## src/rtl/bm_sched.sv

```systemverilog
// Branch metric scheduler for a rate-1/2 hard-decision Viterbi decoder.
// Accepts received symbol pairs, registers the four Hamming-distance
// branch metrics with step index and frame markers, and sequences each
// frame through RUN, DRAIN and a traceback handshake.
module bm_sched #(
   parameter int FRAME_LEN = 16,
   parameter int IDX_W     = 8
) (
   input  logic             clk,
   input  logic             rst_n,
   input  logic             in_valid_i,
   output logic             in_ready_o,
   input  logic [1:0]       rx_pair_i,
   output logic             bm_valid_o,
   input  logic             bm_ready_i,
   output logic [1:0]       bm_00_o,
   output logic [1:0]       bm_01_o,
   output logic [1:0]       bm_10_o,
   output logic [1:0]       bm_11_o,
   output logic [IDX_W-1:0] sym_idx_o,
   output logic             frame_first_o,
   output logic             frame_last_o,
   output logic             tb_start_o,
   input  logic             tb_done_i,
   output logic             busy_o
);

   // The accept counter must be able to hold FRAME_LEN itself, not just the
   // last index, because reaching FRAME_LEN is what closes the frame.
   localparam int CNT_W = $clog2(FRAME_LEN + 1);
   localparam logic [CNT_W-1:0] FULL_CNT = CNT_W'(FRAME_LEN);
   localparam logic [CNT_W-1:0] LAST_CNT = CNT_W'(FRAME_LEN - 1);

   typedef enum logic [1:0] {
      IDLE  = 2'd0,
      RUN   = 2'd1,
      DRAIN = 2'd2,
      TB    = 2'd3
   } state_t;

   state_t             state_q;
   logic [CNT_W-1:0]   cnt_q;
   logic               tb_start_q;
   logic               bm_valid_q;
   logic [1:0]         bm00_q, bm01_q, bm10_q, bm11_q;
   logic [1:0]         bm00_d, bm01_d, bm10_d, bm11_d;
   logic [IDX_W-1:0]   sym_idx_q;
   logic               first_q, last_q;
   logic [CNT_W-1:0]   cnt_inc;
   logic               accept;
   logic               consume;

   assign consume = bm_valid_q && bm_ready_i;

   // Ready is forced low while reset is held so nothing is offered to a
   // block whose state is being cleared.
   assign in_ready_o = rst_n
                       && ((state_q == IDLE) || (state_q == RUN))
                       && (cnt_q < FULL_CNT)
                       && (!bm_valid_q || bm_ready_i);

   assign accept  = in_valid_i && in_ready_o;
   assign cnt_inc = cnt_q + CNT_W'(1);

   // Hamming distance of the incoming pair to each of the four symbols;
   // bit 0 of a symbol is compared with rx_pair_i[0], bit 1 with rx_pair_i[1].
   always_comb begin
      bm00_d = {1'b0,  rx_pair_i[0]} + {1'b0,  rx_pair_i[1]};
      bm01_d = {1'b0, ~rx_pair_i[0]} + {1'b0,  rx_pair_i[1]};
      bm10_d = {1'b0,  rx_pair_i[0]} + {1'b0, ~rx_pair_i[1]};
      bm11_d = {1'b0, ~rx_pair_i[0]} + {1'b0, ~rx_pair_i[1]};
   end

   // Frame sequencing: count accepts, drain the output register, then hand
   // off to traceback with a single-cycle registered start pulse.
   always_ff @(posedge clk or negedge rst_n) begin
      if (!rst_n) begin
         state_q    <= IDLE;
         cnt_q      <= '0;
         tb_start_q <= 1'b0;
      end else begin
         tb_start_q <= 1'b0;
         case (state_q)
            IDLE, RUN: begin
               if (accept) begin
                  cnt_q   <= cnt_inc;
                  state_q <= (cnt_inc == FULL_CNT) ? DRAIN : RUN;
               end
            end
            DRAIN: begin
               if (!bm_valid_q || bm_ready_i) begin
                  state_q    <= TB;
                  tb_start_q <= 1'b1;
               end
            end
            TB: begin
               if (tb_done_i) begin
                  state_q <= IDLE;
                  cnt_q   <= '0;
               end
            end
            default: state_q <= IDLE;
         endcase
      end
   end

   // Output register: reload on every accept (even when the previous set is
   // consumed on the same edge), otherwise drop valid once consumed and keep
   // the last payload untouched.
   always_ff @(posedge clk or negedge rst_n) begin
      if (!rst_n) begin
         bm_valid_q <= 1'b0;
         bm00_q     <= '0;
         bm01_q     <= '0;
         bm10_q     <= '0;
         bm11_q     <= '0;
         sym_idx_q  <= '0;
         first_q    <= 1'b0;
         last_q     <= 1'b0;
      end else if (accept) begin
         bm_valid_q <= 1'b1;
         bm00_q     <= bm00_d;
         bm01_q     <= bm01_d;
         bm10_q     <= bm10_d;
         bm11_q     <= bm11_d;
         sym_idx_q  <= IDX_W'(cnt_q);
         first_q    <= (cnt_q == '0);
         last_q     <= (cnt_q == LAST_CNT);
      end else if (consume) begin
         bm_valid_q <= 1'b0;
      end
   end

   assign bm_valid_o    = bm_valid_q;
   assign bm_00_o       = bm00_q;
   assign bm_01_o       = bm01_q;
   assign bm_10_o       = bm10_q;
   assign bm_11_o       = bm11_q;
   assign sym_idx_o     = sym_idx_q;
   assign frame_first_o = first_q;
   assign frame_last_o  = last_q;
   assign tb_start_o    = tb_start_q;
   assign busy_o        = (state_q != IDLE);

endmodule

```

## config.mk

```make
export PLATFORM = sky130hd
export DESIGN_NAME = bm_sched
export DESIGN_NICKNAME = d
export VERILOG_FILES = /design/src/rtl/bm_sched.sv
export SDC_FILE = /design/constraint.sdc
export NUM_CORES = 1
export LEC_CHECK = 0
export CAP_MARGIN = 20
export CORE_MARGIN = 3
export CORE_UTILIZATION = 55
export DETAILED_ROUTE_END_ITERATION = 8
export DONT_BUFFER_PORTS = 1
export HOLD_SLACK_MARGIN = 0.1
export PLACE_DENSITY = 0.7
export SETUP_SLACK_MARGIN = 0.05
export SLEW_MARGIN = 20
export SYNTH_ARGS = -nofsm -noshare
export SYNTH_HDL_FRONTEND = slang
export SYNTH_SLANG_ARGS = --single-unit
```

## constraint.sdc

```tcl
create_clock -name clk -period 2.1 [get_ports clk]
set_input_delay 0.315 -clock clk [delete_from_list [all_inputs] [get_ports clk]]
set_output_delay 0.315 -clock clk [all_outputs]
set_load 0.005 [all_outputs]
```

[Yosys cells after proc, flatten, opt, wreduce, memory -nomap -nowiden]
Cells that the tools add are included.
Storage, ports and cells
  flip-flop bits (word level): 24
  output and inout bits: 22
  logic and storage cells: 55
Operators by class
  add/subtract/negate cells: 5
  order comparisons: 1
  equality and inequality tests: 8
  multiplexer cells: 12
  bitwise operators: 2
  reductions and logical operators: 16
Operator list (number)
  5-bit 2-to-1 mux: 2
  5-bit one-hot mux with 2 select lines: 1
  1-bit by 1-bit adder with 2-bit output: 4
  2-bit 2-to-1 mux: 4
  2-bit != test, second input constant: 3
  2-bit one-hot mux with 3 select lines: 1
  3-bit AND reduction: 2
  2-bit nonzero test: 3
  5-bit by 1-bit adder with 5-bit output, second input constant: 1
  5-bit by 4-bit == test with 1-bit output, second input constant: 1
  5-bit == test, second input constant: 1
  1-bit logical AND: 5
  5-bit zero test: 1
  5-bit < comparator, second input constant: 1
  2-bit == test, second input constant: 2
  1-bit 2-to-1 mux: 4
  2-bit by 1-bit == test with 1-bit output, second input constant: 1
  2-bit zero test: 1
  1-bit logical OR: 2
  1-bit NOT: 2
  2-bit OR reduction: 1
  1-bit zero test: 1

[Longest topological paths before layout]
  word-level depth: 8
  depth in mapped cells: 6
  depth with buffers taken out: 6

[Worst setup path before layout]
OpenSTA, ideal clock, no wires.
  kind: reg2reg
  start point: register cnt_q[0]
  end point: register state_q[1]
  data arrival time: 1.473 ns
  data required time: 1.978 ns
  path slack: 0.505 ns
  cell stages (with the launch flop): 7
  buffers on the path: 0
  cells stage by stage: dfrtp_1 ha_1 and3_1 ha_1 inv_1 and3_1 a32o_1
Between the ends
  word-level cells in the longest chain between the ends: 6
  elaborated cells between the ends (all ways): 11
  those cells by class: 1 x add/sub; 1 x order compare; 2 x eq/ne; 3 x mux; 4 x reduce/logical
RTL lines
  from (decl): line 42  | logic [CNT_W-1:0] cnt_q;
  from (signal assigned): line 86  | cnt_q <= cnt_inc;
  branches (longest 6 deep; another with 5-bit by 1-bit adder with 5-bit output)
  to (signal assigned): line 87  | state_q <= (cnt_inc == FULL_CNT) ? DRAIN : RUN;
  to (decl): line 41  | state_t state_q;
Parallel ways; which one is timed is not known. The select of a mux whose other input is x is not followed.
A chain may end at the register's enable or synchronous reset.

[Final worst setup path]
Ends and elaborated chain as after synthesis.

==> report_table.html <==
<table>
<tr><th>Metric</th><th>Value</th></tr>
<tr><th colspan="2">Status</th></tr>
<tr><td>Result of the run</td><td>finished, final reports clean</td></tr>
<tr><th colspan="2">Synthesis</th></tr>
<tr><td>Top post-synthesis cells by count</td><td>dfrtp_1 (22), mux2_2 (10), inv_1 (9), ha_1 (7)</td></tr>
<tr><td>Portion of the post-synthesis area used by sequential elements</td><td>48.78%</td></tr>
<tr><td>Most area-consuming cells after synthesis</td><td>dfrtp_1 (49%), mux2_2 (10%), ha_1 (7.8%), mux2i_1 (4.4%), buf_4 (4.0%)</td></tr>
<tr><td>Post-synth EDFFs</td><td>0</td></tr>
<tr><td>Portion of synthesized cell area occupied by the leading cell type</td><td>between 40% and 50%</td></tr>
<tr><td>Library cell with the highest instance count after synthesis</td><td>dfrtp_1</td></tr>
<tr><td>Top_reg_cell synth</td><td>dfrtp_1</td></tr>
<tr><td>YS warnings</td><td>0</td></tr>
<tr><td>Fraction of synthesis flops using an asynchronous set or reset pin</td><td>100.0%</td></tr>
<tr><td>Avg Inst Size Synth</td><td>~12 µm²</td></tr>
<tr><td>Top cell type by total area after synthesis</td><td>dfrtp_1</td></tr>
<tr><td>Number of distinct library cell variants in the gate-level netlist after synthesis</td><td>26</td></tr>
<tr><td>Post-Synthesis Cells</td><td>between 90 and 100</td></tr>
<tr><td>Synth Cell Area</td><td>about 1100 µm²</td></tr>
<tr><td>Number of synthesized register bits</td><td>22</td></tr>
<tr><th colspan="2">Route</th></tr>
<tr><td>Residual antenna-violating net count after detailed routing</td><td>0</td></tr>
<tr><td>Routed vias</td><td>roughly 630</td></tr>
<tr><td>Total iterations of the first detailed-routing run</td><td>4</td></tr>
<tr><td>Wire length per cell</td><td>14.21 µm</td></tr>
<tr><td>Vias per cell</td><td>approximately 5.4</td></tr>
<tr><td>Number of DRC markers after the initial detailed-route iteration</td><td>5</td></tr>
<tr><td>Final routed DRC violation total</td><td>0</td></tr>
<tr><td>Wire length reported by the detailed router</td><td>1.663 mm</td></tr>
<tr><th colspan="2">Clock network</th></tr>
<tr><td>Clock buffer depth</td><td>2</td></tr>
<tr><td>Clk sinks</td><td>22</td></tr>
<tr><td>CTS clk-pin slew, worst paths</td><td>between 0.1 and 0.15 ns</td></tr>
<tr><td>Deepest level of the CTS H-tree</td><td>1</td></tr>
<tr><td>Cell at the root of the clock tree</td><td>clkbuf_4</td></tr>
<tr><td>Insertion delay of the later-clocked pin in the worst-skew pair</td><td>between 0.3 and 0.4 ns</td></tr>
<tr><td>Number of buffers added by the clock tree synthesis step</td><td>3</td></tr>
<tr><td>Clock tree from TritonCTS</td><td>yes</td></tr>
<tr><th colspan="2">STA</th></tr>
<tr><td>Minimum clock period</td><td>around 1.7 ns</td></tr>
<tr><td>Headroom to the max-slew limit</td><td>between 30% and 40%</td></tr>
<tr><td>Maximum operating frequency</td><td>between 500 and 600 MHz</td></tr>
<tr><td>Max-slew violation count</td><td>0</td></tr>
<tr><td>Worst clock skew</td><td>~0.0086 ns</td></tr>
<tr><td>Worst hold slack after final layout</td><td>a little under 0.2 ns</td></tr>
<tr><td>Fin crit share</td><td>between 70% and 80%</td></tr>
<tr><td>Least-Margin Pin Slew</td><td>0.9544 ns</td></tr>
<tr><td>Number of hold-slack violations in the final timing report</td><td>0</td></tr>
<tr><td>RSZ-0062 raised after global routing</td><td>no</td></tr>
<tr><td>TNS Setup</td><td>0 ns</td></tr>
<tr><td>Count of final setup violators</td><td>0</td></tr>
<tr><th colspan="2">Critical path</th></tr>
<tr><td>Crit path cell chain</td><td>ha_1, and3_1, ha_1, inv_1, and3_1, a32o_1</td></tr>
<tr><td>Critical path class</td><td>reg2reg</td></tr>
<tr><td>Crit start category</td><td>flop</td></tr>
<tr><td>Top delay family on crit path</td><td>adder cells</td></tr>
<tr><td>Critical Path RT</td><td>2.31 ns</td></tr>
<tr><td>Maximum net fanout on the critical path</td><td>7</td></tr>
<tr><td>Worst EP arrival</td><td>1.89 ns</td></tr>
<tr><td>Cell type of the slowest stage on the worst timing path</td><td>dfrtp_1</td></tr>
<tr><td>Critical Path Max Stage Delay</td><td>approximately 0.46 ns</td></tr>
<tr><td>Buf+Inv Stages, Crit Path</td><td>1</td></tr>
<tr><td>CP Capture Type</td><td>flop</td></tr>
<tr><th colspan="2">GRT</th></tr>
<tr><td>Pin count of the biggest net entering global routing</td><td>23</td></tr>
<tr><td>Initial antenna violation count</td><td>0</td></tr>
<tr><td>Number of global-route vias before repair</td><td>between 600 and 700</td></tr>
<tr><td>Total global routing track utilization</td><td>between 10 and 15%</td></tr>
<tr><td>Wire length of the first global-routing pass</td><td>approximately 2.8 mm</td></tr>
<tr><td>Overall overflow remaining after global route</td><td>0</td></tr>
<tr><th colspan="2">Floorplanning</th></tr>
<tr><td>Width of the die</td><td>around 50 µm</td></tr>
<tr><td>Overall die area</td><td>approximately 2600 µm²</td></tr>
<tr><td>Standard-cell row count</td><td>15</td></tr>
<tr><td>Height of the chip</td><td>between 50 and 60 µm</td></tr>
<tr><td>Count of boundary I/O pins</td><td>29</td></tr>
<tr><td>Std-Cell Core Area</td><td>1839 µm²</td></tr>
<tr><td>Starting utilization of the core area</td><td>between 60% and 70%</td></tr>
<tr><th colspan="2">Placement</th></tr>
<tr><td>Total half-perimeter wirelength after legalization and detailed placement</td><td>1.176 mm</td></tr>
<tr><td>Routability congestion estimate</td><td>0.7634</td></tr>
<tr><td>I/O Buffers</td><td>0</td></tr>
<tr><td>Cell Area, Placed</td><td>about 1100 µm²</td></tr>
<tr><th colspan="2">Pwr</th></tr>
<tr><td>Cell leakage power</td><td>around 0.6 nW</td></tr>
<tr><td>Reported net switching power</td><td>0.0004406 W</td></tr>
<tr><td>VDD IR-drop max</td><td>between 600 and 700 µV</td></tr>
<tr><td>Portion of total power attributed to the clock network</td><td>~17%</td></tr>
<tr><td>Power density normalized to cell area</td><td>1143 nW/µm²</td></tr>
<tr><td>Cell-internal power</td><td>between 0.0008 and 0.0009 W</td></tr>
<tr><td>Net switching fraction of the power</td><td>33.19%</td></tr>
<tr><td>Share of total power in combinational logic</td><td>a little over a quarter</td></tr>
<tr><td>Proportion of power drawn by flip-flops and latches</td><td>55.9%</td></tr>
<tr><th colspan="2">Min path</th></tr>
<tr><td>Hold/Removal Path Class</td><td>in2reg</td></tr>
<tr><th colspan="2">Cells and area</th></tr>
<tr><td>Diode count</td><td>0</td></tr>
<tr><td>Post-layout util</td><td>between 60% and 70%</td></tr>
<tr><td>Net count, final</td><td>107</td></tr>
<tr><td>Area grow syn2layout</td><td>2.882%</td></tr>
<tr><td>Final instance area</td><td>around 1200 µm²</td></tr>
<tr><td>Ratio of cells with drive above 1 in the final layout</td><td>23.91%</td></tr>
<tr><th colspan="2">Run</th></tr>
<tr><td>Max-Cap Viols</td><td>0</td></tr>
</table>
## cell families (layout without fill, tap and decap cells)
family,count (synthesis),count (layout),share of synthesized area [%]
adder cells (fa/ha/maj),7,7,7.760
buffers and inverters,17,16,8.979
AO/OA/AOI/OAI,4,4,3.216
XOR/XNOR,2,2,1.552
AND/OR/NAND/NOR,22,22,13.64
other,1,3,0.3323
multiplexers,16,16,15.74
flip-flops,22,22,48.78
## registers in the layout (all words and copies together), names as in the netlist
signal and flops:
cnt_q 5, bm_11_o 1, bm_valid_o 1, bm_00_o 2, frame_last_o 1, frame_first_o 1
bm_10_o 1, bm_01_o 2, tb_start_o 1, state_q 2, sym_idx_o 5
## power by group through the flow
stage	logic [W]	clock network [W]	registers [W]
after floorplan	0.000346	0	0.000707
after global placement	0.000343	0	0.000750
after detailed placement	0.000351	0	0.000756
after CTS	0.000365	0.000238	0.000746
after global routing	0.000420	0.000253	0.000771
final	0.000359	0.000227	0.000742
## cell usage in the layout, fill, tap and decap left out, drive strengths merged
cell type and count:
a221o 1, a22o 1, a31oi 1, a32o 1, and2b 1, and3 3, buf 2, clkbuf 4
conb 3, dfrtp 22, dlygate4sd3 1, ha 7, inv 9, mux2 11, mux2i 5, nand2 6
nand2b 1, nand3 2, nand3b 1, nor2 1, nor2b 1, nor3 1, nor3b 1, nor4b 3
or2 1, xor2 2
## per-layer routing
layer | wire length (µm) | track usage [%] | vias to the layer above
met1 | 778 | 17.99 | 303
li1 | - | - | 301
met3 | 144 | 7.289 | 5
met2 | 701 | 22.10 | 22
met5 | 0 | 0 | -
met4 | 38 | 7.860 | 0
## final cells by class
| class | count | area (µm²) |
|---|---|---|
| fill | 158 | 678.2 |
| sequential | 22 | 550.5 |
| multi-input combinational | 54 | 484.2 |
| clock buffer | 4 | 36.28 |
| inverter | 9 | 33.78 |
| tap | 25 | 31.28 |
| timing repair buffer | 3 | 25.02 |
## through the flow
step           std cells  power, W  setup slack [ns]
2_1_floorplan         93  0.001053            0.5052
5_1_grt              117  0.001444            0.2953
6_report             117  0.001328            0.4200
3_5_place_dp         112  0.001107            0.4190
4_1_cts              117  0.001349            0.4051
3_3_place_gp         112  0.001093            0.4697
## worst register-to-register path, stage by stage (launching register included)
cell and delay (ns):
dfrtp_1 0.46, ha_1 0.25, and3_1 0.15, ha_1 0.26
inv_1 0.04, and3_1 0.19, a32o_1 0.25
## path summary, 6_finish.rpt
| path | start | slack, ns | end | cells after the start |
|---|---|---|---|---|
| worst min-delay path | tb_done_i | 0.19 | state_q[1] | 2 |
| worst max-delay path | cnt_q[0] | 0.42 | state_q[1] | 6 |
| worst min register to register | state_q[0] | 0.54 | tb_start_o | 1 |
| worst max register to register | cnt_q[0] | 0.42 | state_q[1] | 6 |
| max in group asynchronous | rst_n | 0.93 | bm_10_o[1] | 1 |
| min in group asynchronous | rst_n | 0.59 | state_q[1] | 1 |
## timing repair
item                                   4_1_cts  5_1_grt
endpoints found under the hold margin       22        0
setup buffers                                0        0
resized for setup                            0        0
hold buffers                                 1        0
Note: power is estimated with default switching activity, not from simulation.
